--- config.mk ---
export PLATFORM = sky130hd
export DESIGN_NAME = sort_frame_collector_flat
export DESIGN_NICKNAME = d
export VERILOG_FILES = /design/src/rtl/sort_pkg.sv /design/src/rtl/sort_frame_collector_if.sv /design/src/rtl/sort_frame_collector.sv /design/src/flat_wrapper.sv
export SDC_FILE = /design/constraint.sdc
export NUM_CORES = 1
export LEC_CHECK = 0
export ABC_AREA = 1
export ABC_CLOCK_PERIOD_IN_PS = 3100
export BUFFER_PORTS_ARGS = -buffer_cell sky130_fd_sc_hd__buf_2
export CORE_AREA = 2 2 74 76
export CTS_BUF_LIST = sky130_fd_sc_hd__clkbuf_8
export DETAILED_ROUTE_END_ITERATION = 10
export DIE_AREA = 0 0 76 78
export PLACE_DENSITY_LB_ADDON = 0.3
export SLEW_MARGIN = 40
export SYNTH_ARGS = -nofsm -noshare
export SYNTH_HDL_FRONTEND = slang
export SYNTH_SLANG_ARGS = --single-unit
--- constraint.sdc ---
create_clock -name clk -period 3.1 [get_ports clk]
set_input_delay 0.62 -clock clk [delete_from_list [all_inputs] [get_ports clk]]
set_output_delay 0.62 -clock clk [all_outputs]
set_load 0.05 [all_outputs]
--- src/rtl/sort_pkg.sv ---
// Shared types and constants for the Sort frame collector.
package sort_pkg;

  localparam int unsigned DATA_W = 6;
  localparam int unsigned NUM_IN = 5;
  localparam int unsigned CNT_W  = 3;
  localparam int unsigned FCNT_W = 8;

  typedef logic [DATA_W-1:0] num_t;
  typedef num_t frame_t [NUM_IN];

  typedef enum logic [1:0] {FILL, EVAL, OUT} coll_state_t;

endpackage

--- src/rtl/sort_frame_collector_if.sv ---
// Upstream beat and downstream result handshakes of the frame collector.
interface sort_frame_collector_if;
  import sort_pkg::*;

  logic in_valid;
  num_t in_data;
  logic in_ready;
  logic out_valid;
  num_t out_data;
  logic out_ready;

  // Upstream/downstream environment side.
  modport master (
    output in_valid, in_data, out_ready,
    input  in_ready, out_valid, out_data
  );

  // Collector side.
  modport slave (
    input  in_valid, in_data, out_ready,
    output in_ready, out_valid, out_data
  );

endinterface

--- src/rtl/sort_frame_collector.sv ---
// Collects NUM_IN serial numbers into the frame that feeds Sort, samples the
// result one cycle after the frame is complete and hands it downstream.
module sort_frame_collector
  import sort_pkg::*;
(
  input  logic                  clk,
  input  logic                  rst,
  sort_frame_collector_if.slave bus,
  output num_t                  in_num0,
  output num_t                  in_num1,
  output num_t                  in_num2,
  output num_t                  in_num3,
  output num_t                  in_num4,
  input  num_t                  sort_result,
  output logic [FCNT_W-1:0]     frame_cnt
);

  coll_state_t         state_q, state_d;
  logic [CNT_W-1:0]    cnt_q, cnt_d;
  frame_t              frame_q, frame_d;
  num_t                out_data_q, out_data_d;
  logic                out_valid_q, out_valid_d;
  logic                in_ready_q, in_ready_d;
  logic [FCNT_W-1:0]   frame_cnt_q, frame_cnt_d;
  logic                accept_c;

  // State and datapath registers; reset discards any partial frame or result.
  always_ff @(posedge clk) begin
    if (rst) begin
      state_q     <= FILL;
      cnt_q       <= '0;
      frame_q     <= '{default: '0};
      out_data_q  <= '0;
      out_valid_q <= 1'b0;
      in_ready_q  <= 1'b1;
      frame_cnt_q <= '0;
    end else begin
      state_q     <= state_d;
      cnt_q       <= cnt_d;
      frame_q     <= frame_d;
      out_data_q  <= out_data_d;
      out_valid_q <= out_valid_d;
      in_ready_q  <= in_ready_d;
      frame_cnt_q <= frame_cnt_d;
    end
  end

  // Next-state logic: fill the frame, one settle cycle, then hold the result.
  always_comb begin
    state_d     = state_q;
    cnt_d       = cnt_q;
    frame_d     = frame_q;
    out_data_d  = out_data_q;
    out_valid_d = out_valid_q;
    frame_cnt_d = frame_cnt_q;
    accept_c    = bus.in_valid && (state_q == FILL);

    case (state_q)
      FILL: begin
        if (accept_c) begin
          frame_d[cnt_q] = bus.in_data;
          if (cnt_q == CNT_W'(NUM_IN - 1)) begin
            cnt_d   = '0;
            state_d = EVAL;
          end else begin
            cnt_d = cnt_q + CNT_W'(1);
          end
        end
      end
      EVAL: begin
        out_data_d  = sort_result;
        out_valid_d = 1'b1;
        state_d     = OUT;
      end
      OUT: begin
        if (bus.out_ready) begin
          out_valid_d = 1'b0;
          frame_cnt_d = frame_cnt_q + FCNT_W'(1);
          state_d     = FILL;
        end
      end
      default: begin
        state_d = FILL;
        cnt_d   = '0;
      end
    endcase

    // Ready is registered from the next state, so the handoff cycle never accepts.
    in_ready_d = (state_d == FILL);
  end

  assign bus.in_ready  = in_ready_q;
  assign bus.out_valid = out_valid_q;
  assign bus.out_data  = out_data_q;
  assign in_num0       = frame_q[0];
  assign in_num1       = frame_q[1];
  assign in_num2       = frame_q[2];
  assign in_num3       = frame_q[3];
  assign in_num4       = frame_q[4];
  assign frame_cnt     = frame_cnt_q;

endmodule

--- src/flat_wrapper.sv ---
// flat-port wrapper written by rule: the top's interface ports become plain ports
module sort_frame_collector_flat import sort_pkg::*;
  (clk, rst, in_num0, in_num1, in_num2, in_num3, in_num4, sort_result, frame_cnt, bus_in_valid, bus_in_data, bus_out_ready, bus_in_ready, bus_out_valid, bus_out_data);
  sort_frame_collector_if bus_i ();
  input  logic clk;
  input  logic rst;
  output num_t in_num0;
  output num_t in_num1;
  output num_t in_num2;
  output num_t in_num3;
  output num_t in_num4;
  input  num_t sort_result;
  output logic [FCNT_W-1:0] frame_cnt;
  input wire logic [$bits(bus_i.in_valid)-1:0] bus_in_valid;
  input wire logic [$bits(bus_i.in_data)-1:0] bus_in_data;
  input wire logic [$bits(bus_i.out_ready)-1:0] bus_out_ready;
  output wire logic [$bits(bus_i.in_ready)-1:0] bus_in_ready;
  output wire logic [$bits(bus_i.out_valid)-1:0] bus_out_valid;
  output wire logic [$bits(bus_i.out_data)-1:0] bus_out_data;
  assign bus_i.in_valid = bus_in_valid;
  assign bus_i.in_data = bus_in_data;
  assign bus_i.out_ready = bus_out_ready;
  assign bus_in_ready = bus_i.in_ready;
  assign bus_out_valid = bus_i.out_valid;
  assign bus_out_data = bus_i.out_data;
  sort_frame_collector u_core (.clk(clk), .rst(rst), .bus(bus_i), .in_num0(in_num0), .in_num1(in_num1), .in_num2(in_num2), .in_num3(in_num3), .in_num4(in_num4), .sort_result(sort_result), .frame_cnt(frame_cnt));
endmodule
# Word-level counts from Yosys, hierarchy flattened
# Index checks and enable logic that the tools add are counted.
# totals
in_bits	16
elab_cells	44
reg_bits	51
output_inout_bits	46
# classes
magnitude_cmp	2
n_mux	12
bitwise_logic	2
add_sub_neg	2
reduce_logical	10
eq_ne	5
# op_table
op	n
$bwmux W30	1
$demux W6 S3	1
$add A8 B1 Y8 const B	1
$reduce_and A2 Y1	4
$mux W2	3
$mux W3	2
$mux W6	1
$pmux W2 S3	1
$pmux W3 S2	1
$ge A4 B4 Y1 const B	1
$logic_not A2 Y1	2
$lt A4 B1 Y1 const B	1
$not A3 Y4	1
$add A3 B1 Y3 const B	1
$eq A3 B3 Y1 const B	1
$eq A2 B1 Y1 const B	1
$eq A2 B2 Y1 const B	1
$logic_and A1 B1 Y1	2
$ne A2 B1 Y1 const B	1
$ne A2 B2 Y1 const B	1
$pmux W1 S2	1
$reduce_bool A2 Y1	1
$reduce_or A2 Y1	1
$mux W1	1
$not A1 Y1	1

# Depth between registers and ports, before layout
# depth
ltp_word	6
mapped_depth	9
mapped_depth_nobuf	9

# Worst setup path after synthesis
# OpenSTA, ideal clock, no wires.
# synth_path
path_kind	reg2reg
start	register u_core.frame_cnt_q[1] (netlist: u_core.frame_cnt[1])
end	register u_core.frame_cnt_q[6] (netlist: u_core.frame_cnt[6])
setup_time_ns	0.114
required_ns	2.986
arrival_ns	1.310
n_path_buf	0
synth_period_minus_slack_ns	1.425
stages_incl_launch_ff	7
slack_ns	1.675
path_cell_list	dfxtp_1 > ha_1 > nand3_1 > nor2_1 > nand2_1 > nand2_1 > nor2_1
# synth_via
elab_chain_cells	1
# synth_lines
element	line	source
start: declaration	sort_frame_collector.sv:24	logic [FCNT_W-1:0] frame_cnt_q, frame_cnt_d;
start signal: assignment	sort_frame_collector.sv:44	frame_cnt_q <= frame_cnt_d;
$add A8 B1 Y8	sort_frame_collector.sv:78	frame_cnt_d = frame_cnt_q + FCNT_W'(1);
# No other way between the ends.
# A chain may end at the register's enable or synchronous reset.

# Worst setup path after layout
# layout_path
start	register u_core.frame_cnt_q[3] (netlist: u_core.frame_cnt[3])
end	output frame_cnt[3]
# layout_rtl
element	line	source
end: declaration	flat_wrapper.sv:13	output logic [FCNT_W-1:0] frame_cnt;
# No word-level cell between the ends.

==> qor.csv <==
metric,value,unit
finalSetupViolations,0,
cp.required,2.48,ns
die_h,78,um
dp.cells,400,
synth_fa_ha_area_share,4.22,%
fin_skew,0.00630,ns
p_total,1250,uW
cts_made_buffers,5,
crit_fanout,5,
cts-resized-gates,0,
fin_cells,408,
max_freq,0.615,GHz
antennaDiodeCount,0,
drt-pass1-iter-count,4,
holdBufCountCts,0,
initial_core_util,41.2,%
maxCapViolCount,0,
min_period,1.63,ns
crit_path_end_kind,primary output,
gp_congestion,0.804,
relSlewSlack,67.4,%
slowest_stage,dfxtp_1,
die_area,5930,um^2
syn_area,2080,um^2
synth_area_leaders,"dfxtp_1 (49%), nor2_1 (14%), o21ai_0 (7.2%)",
synthSimpleGateAreaFrac,28.5,%
drc,0,
setup_tns,0,ns
clk_latency,0.29,ns
synth_warnings,0,
drive_gt1_share,24.3,%
synth_top_area_cell,dfxtp_1,
drtIter0Drc,42,
ys.flop_type,dfxtp_1,
detail_route.wl_per_cell,10.9,um
arrival,1.01,ns
r2r-start,u_core.state_q[0],
grt_pass1_vias,1696,
path_delay_family,flip-flops,
synth_top_area_share,49.2,%
hold_start,u_core.in_num4[2],
syn_avg_cell_area,7.58,um^2
dp_hpwl,3300,um
routed_via_density,4.60,
peakVddDrop,0.331,mV
seq_area_frac_synth,49.2,%
cts_tree,built,
nets,360,
antenna_found_initial,0,
synth_cells,274,
post_cts_buffers,0,
path_buf_inv,1,
muxShareOfSynthArea,0,%
grt_overflow,0,
reg2reg_depth,7,
coreArea,5040,um^2
grt_usage,15.5,%
cp_cell_sequence,buf_2,
status,completed,
synth_edf_count,0,
drt-total-wl,4430,um
cts_root_buffer,clkbuf_8,
rows,26,
synth_xor_area_share,0.422,%
path_clk_slew,0.09,ns
synth_top_family_by_area,simple AND/OR/NAND/NOR gates,
die_w,76,um
synthesis.nets,297,
pin_count,62,
via_count,1876,
cts_max_level,2,
async_reset_ff_share,0,%
r2r_slack,1.61,ns
hold_path_class,reg2reg,
fin_util,50.2,%
start_kind,flop,
p_leak,0.00124,uW
clock_sinks,51,
min_to,u_core.in_num4[2],
synth-compound-area-share,11.6,%
drtAntennaViolNets,0,
io_buffers,61,
powerDensity,495,nW/um^2
clockBufferDepth,2,
timing.final.max_slew_violations,0,
synthDistinctLibCells,23,
finalHoldViolations,0,
grt_max_degree,39,
rr_endpoint,u_core.in_num0[3],
holdPathStages,2,
finalCritPeriodShare,52.5,%
worstSetupPathType,reg2out,
rsz0062_at_grt,no,
worst_pin_slew,0.489,ns
critPathMaxStageDelay,0.42,ns
syn_to_final_growth,22.1,%
grt_pass1_wl,7620,um
synth_seq_cells,51,
==> state kept, by name, summed over array words and instances (netlist names) <==
signal	cells
u_core.state_q	2
u_core.bus.out_data	6
u_core.in_num4	6
u_core.in_num3	6
u_core.in_num1	6
u_core.cnt_q	3
u_core.frame_cnt	8
u_core.bus.in_ready	1
u_core.in_num0	6
u_core.in_num2	6
u_core.bus.out_valid	1
==> logic make-up after synthesis <==
group / after synthesis
and+or+nand+nor: 138
DFF: 51
AOI/OAI and AO/OA: 47
buffers and inverters: 30
adders and majority gates: 7
xor gates and xnor gates: 1
==> per-stage QoR <==
step	setup WS (ns)	hold slack (ns)	area, um^2
after floorplan	1.68	0.486	2080
after global placement	1.15	0.457	2450
after detailed placement	1.46	0.461	2450
after CTS	1.46	0.475	2530
after global routing	1.38	0.488	2530
final	1.47	0.471	2530
==> layer usage <==
| metal | vias up | GRT usage (%) | wire length, um | share of wire (%) |
|---|---|---|---|---|
| li1 | 991 | - | - | - |
| met1 | 832 | 18.8 | 2070 | 47 |
| met2 | 48 | 28.4 | 2090 | 47 |
| met3 | 5 | 3.14 | 231 | 5.2 |
| met4 | 0 | 3.82 | 41 | 0.92 |
| met5 | - | 0 | 0 | 0 |
==> worst max-delay path by stage <==
stage	start	to	slack [ns]	cells after the start
2_1_floorplan	u_core.frame_cnt[1]	u_core.frame_cnt[6]	1.68	6
3_5_place_dp	rst	u_core.bus.in_ready	1.46	4
3_3_place_gp	rst	u_core.bus.in_ready	1.15	4
5_1_grt	u_core.state_q[0]	u_core.in_num0[4]	1.38	7
4_1_cts	u_core.frame_cnt[3]	frame_cnt[3]	1.46	1
6_report	u_core.frame_cnt[3]	frame_cnt[3]	1.47	1
==> area by class of cell <==
type | instances | area, um^2
clock buffer | 5 | 68.8
clock inverter | 3 | 16.3
fill | 513 | 2510
inverter | 25 | 106
multi-input combinational | 193 | 928
sequential | 51 | 1020
tap | 70 | 87.6
timing repair buffer | 61 | 305
==> report_power, final <==
group	internal, uW	switching (uW)
combinational	50.5	146
sequential	679	14.9
clock	155	209
==> placed cells by master (no fill, tap or decap) <==
cell | Yosys | routed
xor2_1 | 1 | 1
nor2_8 | 1 | 1
o21bai_1 | 2 | 2
clkinv_2 | 2 | 3
buf_2 | 1 | 61
nor2_4 | 1 | 1
ha_1 | 7 | 7
clkinv_4 | 2 | 2
nor2_1 | 79 | 79
a21oi_1 | 12 | 12
clkinv_1 | 1 | 1
dfxtp_1 | 51 | 51
inv_1 | 19 | 19
o21ai_1 | 3 | 3
nand3_1 | 12 | 12
nand2_2 | 3 | 3
clkbuf_8 | 0 | 5
nand2_1 | 36 | 36
nand4_1 | 1 | 1
clkinvlp_4 | 0 | 1
inv_2 | 1 | 2
o21ai_0 | 30 | 30
nand2_4 | 3 | 3
nor3_1 | 2 | 2
==> cell usage after synthesis (3+ instances only) <==
cell	count
nor2_1	79
dfxtp_1	51
nand2_1	36
o21ai_0	30
inv_1	19
a21oi_1	12
nand3_1	12
ha_1	7
clkbuf_1	4
nand2_2	3
nand2_4	3
o21ai_1	3
Power figures use the tool's default switching activity.
